## src/rtl/a2d_spi_master.sv

```systemverilog
// SPI master for the 8-channel 12-bit A2D converter.
// One start pulse produces two 16-bit frames. Frame 1 sends the channel command.
// Frame 2 resends the same command and shifts the conversion result back in.
// SCLK idles high and has a period of 2**DIV_BITS clk.
// MOSI changes on SCLK falling edges. MISO is sampled one clk before each SCLK rise.
module a2d_spi_master #(
    parameter int unsigned DIV_BITS = 5,
    parameter int unsigned GAP_CLKS = 32
) (
    input  logic        clk,
    input  logic        rst_n,
    input  logic        strt_cnv,
    input  logic [2:0]  chnnl,
    input  logic        MISO,
    output logic        cnv_cmplt,
    output logic [11:0] res,
    output logic        a2d_SS_n,
    output logic        SCLK,
    output logic        MOSI
);

    localparam int unsigned GapW = $clog2(GAP_CLKS) + 1;
    // Frame starts with SCLK high, a quarter period plus one clk ahead of the first fall.
    localparam logic [DIV_BITS-1:0] CntLoad =
        DIV_BITS'((1 << (DIV_BITS - 1)) | ((1 << (DIV_BITS - 2)) - 1));
    // Last clk of SCLK low: sample MISO here, the rise follows.
    localparam logic [DIV_BITS-1:0] CntSmp  = DIV_BITS'((1 << (DIV_BITS - 1)) - 1);
    // Last clk of SCLK high: shift here, the fall follows.
    localparam logic [DIV_BITS-1:0] CntShf  = '1;
    localparam logic [GapW-1:0]     GapLast = GapW'(GAP_CLKS - 1);

    typedef enum logic [2:0] {StIdle, StFrm1, StGap, StFrm2, StDone} state_e;

    state_e              state_q, state_d;
    logic [15:0]         shift_q;
    logic [DIV_BITS-1:0] cnt_q;
    logic [4:0]          bit_cnt_q;
    logic                first_fall_q;
    logic                miso_smp_q;
    logic [GapW-1:0]     gap_cnt_q;
    logic [2:0]          chnnl_q;

    logic        in_frame;
    logic        frame_start;
    logic        accept;
    logic        smp_pt;
    logic        shf_pt;
    logic        bits_done;
    logic        frame_end;
    logic        gap_done;
    logic [15:0] cmd;

    assign smp_pt    = (cnt_q == CntSmp);
    assign shf_pt    = (cnt_q == CntShf);
    assign bits_done = (bit_cnt_q == 5'd16);
    assign frame_end = in_frame && smp_pt && bits_done;
    assign gap_done  = (state_q == StGap) && (gap_cnt_q == GapLast);
    assign accept    = (state_q == StIdle) && strt_cnv;
    // Frame 1 uses the live channel; frame 2 reuses the one captured at the start.
    assign cmd       = {2'b00, (state_q == StIdle) ? chnnl : chnnl_q, 11'h000};
    assign MOSI      = shift_q[15];

    // State register
    always_ff @(posedge clk or negedge rst_n) begin
        if (!rst_n) begin
            state_q <= StIdle;
        end else begin
            state_q <= state_d;
        end
    end

    // Next-state logic
    always_comb begin
        state_d = state_q;
        unique case (state_q)
            StIdle:  if (strt_cnv)  state_d = StFrm1;
            StFrm1:  if (frame_end) state_d = StGap;
            StGap:   if (gap_done)  state_d = StFrm2;
            StFrm2:  if (frame_end) state_d = StDone;
            StDone:                 state_d = StIdle;
            default:                state_d = StIdle;
        endcase
    end

    // FSM-decoded outputs: frame activity, frame launch and SCLK
    always_comb begin
        in_frame    = (state_q == StFrm1) || (state_q == StFrm2);
        frame_start = accept || gap_done;
        SCLK        = in_frame ? cnt_q[DIV_BITS-1] : 1'b1;
    end

    // SPI datapath: divider, sample/shift and slave select
    always_ff @(posedge clk or negedge rst_n) begin
        if (!rst_n) begin
            shift_q      <= '0;
            cnt_q        <= '0;
            bit_cnt_q    <= '0;
            first_fall_q <= 1'b0;
            miso_smp_q   <= 1'b0;
            a2d_SS_n     <= 1'b1;
        end else if (frame_start) begin
            shift_q      <= cmd;
            cnt_q        <= CntLoad;
            bit_cnt_q    <= '0;
            first_fall_q <= 1'b1;
            a2d_SS_n     <= 1'b0;
        end else if (in_frame) begin
            cnt_q <= cnt_q + DIV_BITS'(1);
            if (frame_end) begin
                a2d_SS_n <= 1'b1;
            end else if (smp_pt) begin
                miso_smp_q <= MISO;
            end
            if (shf_pt) begin
                // The first fall only opens the frame; MOSI[15] is already out.
                if (first_fall_q) begin
                    first_fall_q <= 1'b0;
                end else if (!bits_done) begin
                    shift_q   <= {shift_q[14:0], miso_smp_q};
                    bit_cnt_q <= bit_cnt_q + 5'd1;
                end
            end
        end
    end

    // Inter-frame gap timer, idle outside the gap
    always_ff @(posedge clk or negedge rst_n) begin
        if (!rst_n) begin
            gap_cnt_q <= '0;
        end else if (state_q != StGap) begin
            gap_cnt_q <= '0;
        end else begin
            gap_cnt_q <= gap_cnt_q + GapW'(1);
        end
    end

    // Channel capture, result register and completion flag
    always_ff @(posedge clk or negedge rst_n) begin
        if (!rst_n) begin
            chnnl_q   <= '0;
            res       <= '0;
            cnv_cmplt <= 1'b0;
        end else if (accept) begin
            chnnl_q   <= chnnl;
            cnv_cmplt <= 1'b0;
        end else if (state_q == StDone) begin
            res       <= shift_q[11:0];
            cnv_cmplt <= 1'b1;
        end
    end

endmodule

```

## config.mk

```make
export PLATFORM = sky130hd
export DESIGN_NAME = a2d_spi_master
export DESIGN_NICKNAME = d
export VERILOG_FILES = /design/src/rtl/a2d_spi_master.sv
export SDC_FILE = /design/constraint.sdc
export NUM_CORES = 1
export LEC_CHECK = 0
export ABC_AREA = 1
export CORE_MARGIN = 3
export CORE_UTILIZATION = 60
export DETAILED_ROUTE_END_ITERATION = 12
export PLACE_DENSITY = 0.86
export SETUP_SLACK_MARGIN = 0.5
export SLEW_MARGIN = 40
export SYNTH_ARGS = -nofsm -noshare
export SYNTH_HDL_FRONTEND = slang
export SYNTH_SLANG_ARGS = --single-unit
```

## constraint.sdc

```tcl
create_clock -name clk -period 3.4 [get_ports clk]
set_input_delay 0.34 -clock clk [delete_from_list [all_inputs] [get_ports clk]]
set_output_delay 0.34 -clock clk [all_outputs]
set_load 0.03 [all_outputs]
```

Word level (Yosys, flattened, before mapping)
Cells that the tools add are included.

Register bits: 54. Output and inout bits: 16.

Reduce and logical (&&, ||, !) cells: 17. $add $sub $neg: 3. Bitwise gates (word level): 3. Muxes and demuxes: 28. Equal/unequal tests: 15.

Operators by type and width (number): two-way mux 16 bit (5); two-way mux 5 bit (7); two-way mux 3 bit (5); one-hot mux 3 bit (4 select lines) (1); AND reduction 4 bit (3); adder 5 x 1 -> 5 bit (second input constant) (2); equality test 5 bit (second input constant) (2); != test 2 bit (second input constant) (5); two-way mux 1 bit (9); nonzero test 2 bit (4); adder 6 x 1 -> 6 bit (second input constant) (1); equality test 3 x 2 -> 1 bit (second input constant) (2); equality test 6 x 5 -> 1 bit (second input constant) (1); two-way mux 6 bit (1); AND reduction 2 bit (3); equality test 5 x 4 -> 1 bit (second input constant) (1); logical AND 1 bit (4); equality test 3 x 1 -> 1 bit (second input constant) (1); equality test 3 bit (second input constant) (1); zero test 3 bit (1); != test 3 x 2 -> 1 bit (second input constant) (1); NOT 1 bit (3); logical OR 1 bit (2); != test 2 x 1 -> 1 bit (second input constant) (1).

Depth between registers and ports, before layout
Gate-level depths: netlist (run 1).

Depth in word-level cells: 7. Gate-level depth with buffers: 12. Depth with buffers taken out: 11.

Worst setup path before layout (run 1)
No wires, ideal clock.

Kind: reg-to-reg. Start point: register cnt_q[0]. End point: register bit_cnt_q[3]. Buffers on the path: 1. Cell stages (with the launch flop): 13. Library setup time: 0.118 ns. Clock period less this slack: 1.665 ns. Slack: 1.735 ns. Data arrival time: 1.547 ns. Data required time: 3.282 ns. Cells stage by stage: dfrtp_1 > ha_1 > nand2_1 > nor2_1 > ha_1 > inv_1 > nor2_4 > nand2_2 > nor2_8 > nor2_4 > buf_6 > nand2_1 > nand2_1.

Word-level cells in the longest chain between the ends: 3.

Ends and longest elaborated chain: start: declaration (RTL line 36) `logic [DIV_BITS-1:0] cnt_q;`; start signal: assignment (RTL line 103) `cnt_q <= CntLoad;`; start signal: assignment (RTL line 108) `cnt_q <= cnt_q + DIV_BITS'(1);`; equality test 5 bit (RTL line 54) `assign shf_pt = (cnt_q == CntShf);`; nonzero test 2 bit (no line); AND reduction 4 bit (no line); end signal: assignment (RTL line 120) `bit_cnt_q <= bit_cnt_q + 5'd1;`; end: declaration (RTL line 37) `logic [4:0] bit_cnt_q;`.

Every way passes these cells. A chain may end at the register's enable or synchronous reset.

Worst setup path after layout (run 1)
Start point: register state_q[2]. End point: output SCLK.

Word-level cells in the longest chain between the ends: 3. Elaborated cells between the ends (all ways): 4. Those cells by class: 2 x eq/ne; 1 x mux; 1 x reduce/logical.

Ends and longest elaborated chain: start: declaration (RTL line 34) `state_e state_q, state_d;`; start signal: assignment (RTL line 66) `state_q <= StIdle;`; start signal: assignment (RTL line 68) `state_q <= state_d;`; equality test 3 x 1 -> 1 bit or equality test 3 x 2 -> 1 bit (tied branches) (RTL line 87) `in_frame = (state_q == StFrm1) || (state_q == StFrm2);`; logical OR 1 bit * (RTL line 87); two-way mux 1 bit * (RTL line 89) `SCLK = in_frame ? cnt_q[DIV_BITS-1] : 1'b1;`; end: declaration (RTL line 18) `output logic SCLK,`.

Every way passes the cells marked *; elsewhere a longest branch is shown, timed or not.

==> results of run 1 <==
==> power by group <==
group	internal [mW]	leakage [nW]	switching, mW
clock	0.146	0.0385	0.200
sequential	0.645	0.649	0.00149
combinational	0.00974	0.727	0.0176
total	0.801	1.41	0.219
==> registers in the layout (all words and copies together), names as in the netlist <==
register,count
a2d_SS_n,1
bit_cnt_q,5
chnnl_q,3
cnt_q,5
cnv_cmplt,1
first_fall_q,1
gap_cnt_q,6
miso_smp_q,1
res,12
shift_q,16
state_q,3
==> timing repair <==
action,4_1_cts,5_1_grt
hold endpoints to repair,0,34
buffers inserted,0,0
hold buffers,0,1
==> synth_stat cells <==
master / count
nand3b_1: 2
nand2_2: 5
dfstp_2: 1
inv_2: 2
mux2_2: 12
nor2_8: 1
nand2_1: 95
nand2_4: 2
buf_6: 2
o21ai_0: 11
a21oi_1: 5
dfrtp_1: 53
nand4_1: 5
inv_1: 21
nor2_1: 15
nor4_1: 1
nor2_4: 3
buf_4: 1
buf_2: 2
nor2_2: 1
a21oi_2: 1
xor2_1: 7
ha_1: 6
nand3_1: 10
==> cell families (layout without fill, tap and decap cells) <==
family / Yosys count / after routing / share of synthesized area
and+or+nand+nor: 140 / 140 / 0.2549
DFF: 54 / 54 / 0.5479
buffers and inverters: 28 / 55 / 0.05119
AOI/OAI and AO/OA: 17 / 17 / 0.03598
muxes: 12 / 12 / 0.05474
xor gates and xnor gates: 7 / 7 / 0.02484
adders and majority gates: 6 / 6 / 0.03041
==> critical path, cell delays in order, from the launching register on <==
cell and delay (ns):
dfrtp_1 0.40, inv_1 0.08, nand2_2 0.16, inv_1 0.13, nand2_1 0.09, clkdlybuf4s50_1 0.66
==> path summary, 6_finish.rpt <==
| check | startpoint | endpoint | slack [ns] | cells past startpoint |
|---|---|---|---|---|
| max in group asynchronous | rst_n | a2d_SS_n | 2.23 | 3 |
| worst min-delay path | gap_cnt_q[0] | gap_cnt_q[0] | 0.49 | 1 |
| min in group asynchronous | rst_n | gap_cnt_q[1] | 0.50 | 2 |
| worst min register to register | gap_cnt_q[0] | gap_cnt_q[0] | 0.49 | 1 |
| worst max-delay path | state_q[2] | SCLK | 1.22 | 5 |
| worst max register to register | cnt_q[0] | shift_q[0] | 1.49 | 11 |
==> metrics by stage <==
step | std cells | total power, mW | instance area [um2] | util
after CTS | 338 | 1.028 | 2795 | 0.7358
after floorplan | 264 | 0.6643 | 2469 | -
final | 339 | 1.019 | 2808 | 0.7391
after detailed placement | 330 | 0.6861 | 2711 | 0.7138
after global routing | 339 | 1.063 | 2808 | 0.7391
after global placement | 330 | 0.6857 | 2711 | 0.7138
==> layout make-up <==
class	count	area, um2	share of cell area
clock buffer	7	76.32	0.02718
clock inverter	1	7.507	0.002674
inverter	23	86.33	0.03075
multi-input combinational	182	989.7	0.3525
sequential	54	1353	0.4817
tap	48	60.06	0.02139
timing repair buffer	24	235.2	0.08378
==> routing by layer <==
metal  up-vias  share of wire
met5         -              0
met2        37           0.48
met1       853           0.45
li1        879              -
met4         0          0.020
met3        10          0.045
==> flow_metrics.env, run 1 <==
export IMPL_status="finished, final reports clean"
export IMPL_drc=0
export IMPL_fill_cells=275
export IMPL_syn_inst=264
export IMPL_ir_drop_v=0.0002958
export IMPL_period_minus_slack_ns=2.179
export IMPL_cts_tree="built"
export IMPL_skew_ns=0.01277
export IMPL_cts_root_buf="clkbuf_8"
export IMPL_final_common_cell="nand2_1"
export IMPL_clock_sinks=54
export IMPL_diodes=0
export IMPL_routed_via_count=1779
export IMPL_htreeDepth=2
export IMPL_worstSetupStartpointType="flip-flop"
export IMPL_seq_area_frac_synth=0.5479
export IMPL_hp_class="flip-flop to flip-flop"
export IMPL_grt_pass1_vias=1720
export IMPL_rsz0062_at_grt="false"
export IMPL_port_buffers=22
export IMPL_cts_buffers=5
export IMPL_drv_cap=0
export IMPL_clk_insertion_delay_late_ns=0.32
export IMPL_cts_repair_resized=0
export IMPL_drt_iter0_drc=77
export IMPL_ant_nets=0
export IMPL_final_nets=303
export IMPL_post_drt_wl_per_cell_um=13.16
export IMPL_cp_required_ns=3.06
export IMPL_met2_usage=0.3169
export IMPL_synth_area_mm2=0.002469
export IMPL_grt_pass1_wl_um=8066
export IMPL_synth_distinct_cells=24
export IMPL_rows=22
export IMPL_max_clock_path_buffers=2
export IMPL_top_usage_layer="met2"
export IMPL_hold_viol=0
export IMPL_die_area_mm2=0.004920
export IMPL_die_w_um=70.15
export IMPL_antenna_found_initial=0
export IMPL_use_met3=0.05899
export IMPL_syn_mean_instance_area_um2=9.351
export IMPL_yosys_area_top_type_share=0.5373
export IMPL_ys_top_cells_by_area="dfrtp_1 (54%), nand2_1 (14%), mux2_2 (5.5%)"
export IMPL_ys_warn_count=0
export IMPL_hpwl_um=3127
export IMPL_end_kind="output port"
export IMPL_drive_gt1_frac=0.1237
export IMPL_core_area_mm2=0.003799
export IMPL_final_cell_mix="nand2_1 (95), dfrtp_1 (53), inv_1 (21), clkdlybuf4s50_1 (21), nor2_1 (15)"
export IMPL_gr_usage_met1=0.2752
export IMPL_dpl_worst_slack_ns=1.501
export IMPL_finalSetupViolCount=0
export IMPL_p_leak_nw=1.415
export IMPL_ys_ff_latch=54
export IMPL_worst_pin_slew_ns=0.5942
export IMPL_overflow=0
export IMPL_clk_pin_slew_ns=0.10
export IMPL_fmax_ghz=0.4589
export IMPL_p_per_area_mw_per_mm2=363.1
export IMPL_setup_slack_ns=1.221
export IMPL_path_class="flip-flop to output port"
export IMPL_start_util=0.6499
export IMPL_viasPerCell=5.248
export IMPL_synth_nets=277
export IMPL_fin_crit_sh=0.6409
export IMPL_track_usage=0.2072
export IMPL_grt_max_degree=36
export IMPL_routed_wl_um=4460
export IMPL_ios=23
export IMPL_critical_path_max_fanout=7
export IMPL_crit_arrival_ns=1.84
export IMPL_fp_dieH_um=70.15
export IMPL_synth_largest_area_cell="dfrtp_1"
export IMPL_area_growth_pct=13.74
export IMPL_dr_pass1_iters=5
export IMPL_relSlewSlack=0.6029
export IMPL_slew_viol_final=0
export IMPL_fin_tns_setup_ns=0
export IMPL_globalplace_congestion=0.7663
export IMPL_whs_ns=0.4903
No activity file was read; power rests on OpenSTA's default activity.
==> run 2, diff against run 1 <==
--- a/config.mk
+++ b/config.mk
@@ -7,9 +7,9 @@
 export LEC_CHECK = 0
 export ABC_AREA = 1
 export CORE_MARGIN = 3
-export CORE_UTILIZATION = 60
+export CORE_UTILIZATION = 56
 export DETAILED_ROUTE_END_ITERATION = 12
-export PLACE_DENSITY = 0.86
+export PLACE_DENSITY = 0.81
 export SETUP_SLACK_MARGIN = 0.5
 export SLEW_MARGIN = 40
 export SYNTH_ARGS = -nofsm -noshare
==> constraint.sdc (replaced) <==
create_clock -name clk -period 2.1 [get_ports clk]
set_input_delay 0.21 -clock clk [delete_from_list [all_inputs] [get_ports clk]]
set_output_delay 0.21 -clock clk [all_outputs]
set_load 0.03 [all_outputs]
==> flow_metrics.env, run 2 (synthesized netlist as in run 1, its figures left out) <==
export IMPL_status="finished, final reports clean"
export IMPL_dr_pass1_iters=4
export IMPL_hold_viol=0
export IMPL_p_per_area_mw_per_mm2=557.5
export IMPL_finish_instance_area_mm2=0.003020
export IMPL_grt_pass1_wl_um=8618
export IMPL_hpwl_um=3230
export IMPL_drv_cap=0
export IMPL_start_util=0.5999
export IMPL_end_kind="flip-flop"
export IMPL_skew_ns=0.006545
export IMPL_largest_register_ffs=16
export IMPL_final_nets=318
export IMPL_overflow=0
export IMPL_diodes=0
export IMPL_final_cell_mix="nand2_1 (89), dfrtp_1 (53), inv_1 (19)"
export IMPL_track_usage=0.2113
export IMPL_crit_top_cell="nor2_4"
export IMPL_max_clock_path_buffers=2
export IMPL_cp_slowest_stage_delay_ns=0.37
export IMPL_drive_gt1_frac=0.2124
export IMPL_die_area_mm2=0.005241
export IMPL_final_common_cell="nand2_1"
export IMPL_cp_required_ns=2.30
export IMPL_routed_via_count=1889
export IMPL_hp_class="primary input to asynchronous set/reset pin"
export IMPL_fin_crit_sh=0.8070
export IMPL_path_class="flip-flop to flip-flop"
export IMPL_crit_arrival_ns=1.90
export IMPL_crit_chain="ha_2 > nand2_2 > nor2_4 > ha_4 > inv_2 > nor2_4 > nand2_4 > nor2_4 > nor2_4 > nand2_1 > nand2_1"
export IMPL_reg2reg_depth=11
export IMPL_ios=23
export IMPL_cts_root_buf="clkbuf_8"
export IMPL_cts_tree="built"
export IMPL_drc=0
export IMPL_fmax_ghz=0.5901
export IMPL_rsz0062_at_grt="true"
export IMPL_ir_drop_v=0.0004943
export IMPL_critPathSlowestCell="dfrtp_1"
export IMPL_post_drt_wl_per_cell_um=14.12
export IMPL_antenna_found_initial=0
export IMPL_grt_max_degree=34
export IMPL_period_minus_slack_ns=1.695
export IMPL_ant_nets=0
export IMPL_viasPerCell=5.306
export IMPL_top_register="shift_q"
export IMPL_cts_buffers=5
export IMPL_fin_tns_setup_ns=0
export IMPL_clk_insertion_delay_late_ns=0.31
export IMPL_rows=23
export IMPL_die_w_um=72.40
export IMPL_slew_viol_final=0
export IMPL_fp_dieH_um=72.40
export IMPL_worst_pin_slew_ns=0.5881
export IMPL_globalplace_congestion=0.7712
export IMPL_area_growth_pct=22.35
export IMPL_drt_iter0_drc=61
export IMPL_placed_area_mm2=0.002746
export IMPL_clock_sinks=54
export IMPL_port_buffers=22
export IMPL_routed_wl_um=5028
export IMPL_worstSetupStartpointType="flip-flop"
export IMPL_p_leak_nw=1.548
export IMPL_htreeDepth=2
export IMPL_relSlewSlack=0.6070
export IMPL_finalSetupViolCount=0
export IMPL_core_area_mm2=0.004115
export IMPL_reg_largest_list="shift_q: 16 flops, res: 12 flops, gap_cnt_q: 6 flops"
export IMPL_grt_pass1_vias=1886
export IMPL_clk_pin_slew_ns=0.09
export IMPL_critical_path_max_fanout=6
run 2: cell count changes in the layout (fill, tap and decap cells not counted), moves of 2 or more:
| cell | before | now |
|---|---|---|
| buf_4 | 2 | 8 |
| nand2_2 | 5 | 9 |
| ha_1 | 6 | 4 |
| clkdlybuf4s50_1 | 21 | 16 |
| inv_1 | 21 | 19 |
| nand2_1 | 95 | 89 |
| buf_2 | 0 | 2 |
| buf_6 | 0 | 3 |
| nor2_4 | 3 | 8 |
| dlymetal6s2s_1 | 0 | 3 |
| nor2_1 | 15 | 13 |
| nand2_4 | 2 | 4 |
run 2: layout make-up:
| type | instances | area (um2) |
|---|---|---|
| flip-flops and latches | 54 | 1353 |
| fillers | 306 | 1095 |
| multi-input cells | 186 | 1085 |
| repair buffers | 35 | 340.3 |
| inverters | 23 | 88.84 |
| clock buffers | 7 | 86.33 |
| well taps | 50 | 62.56 |
| clock inverters | 1 | 5.005 |
run 2: per-layer routing:
metal | up-vias | wire length (um) | GRT usage
met3 | 7 | 198 | 0.05125
li1 | 922 | - | -
met2 | 43 | 2555 | 0.3448
met4 | 0 | 58 | 0.05533
met1 | 917 | 2215 | 0.2847
met5 | - | 0 | 0
run 2: final timing paths:
path	to	slack (ns)	start
min in group clk	cnv_cmplt	0.49	cnv_cmplt
max in group asynchronous	shift_q[8]	1.13	rst_n
setup / recovery	shift_q[0]	0.41	cnt_q[1]
setup reg to reg	shift_q[0]	0.41	cnt_q[1]
hold / removal	cnt_q[3]	0.41	rst_n
hold reg to reg	cnv_cmplt	0.49	cnv_cmplt
run 2: power breakdown:
part / leakage [nW] / internal [mW] / switching, mW
clock network: 0.0482 / 0.267 / 0.323
logic: 0.850 / 0.0177 / 0.0291
registers: 0.649 / 1.04 / 0.00252
total: 1.55 / 1.33 / 0.355
run 2: per-stage QoR:
stage          worst slack (ns)    util  instances  power [mW]  hold WS (ns)
2_1_floorplan            0.4417       -        264       1.076      -0.08559
3_3_place_gp             0.3106  0.6674        334       1.114        0.2137
3_5_place_dp             0.2419  0.6674        334       1.114        0.2115
4_1_cts                  0.3986  0.7169        353       1.693        0.4202
5_1_grt                  0.3300  0.7340        356       1.737        0.4429
6_report                 0.4054  0.7340        356       1.684        0.4106
run 2: critical path: cells and delay by family (launching register included):
kind                       cells  cell delay [ns]
DFF                            1             0.37
buffers and inverters          1             0.04
and+or+nand+nor                8             0.86
adders and majority gates      2             0.33
run 2: what timing repair did:
action	4_1_cts	5_1_grt
gates cloned	5	0
hold buffers	1	0
endpoints found under the hold margin	20	0
endpoints found under the setup margin	24	27
pin swaps	6	5
gates resized for setup	12	20
setup buffers	5	3
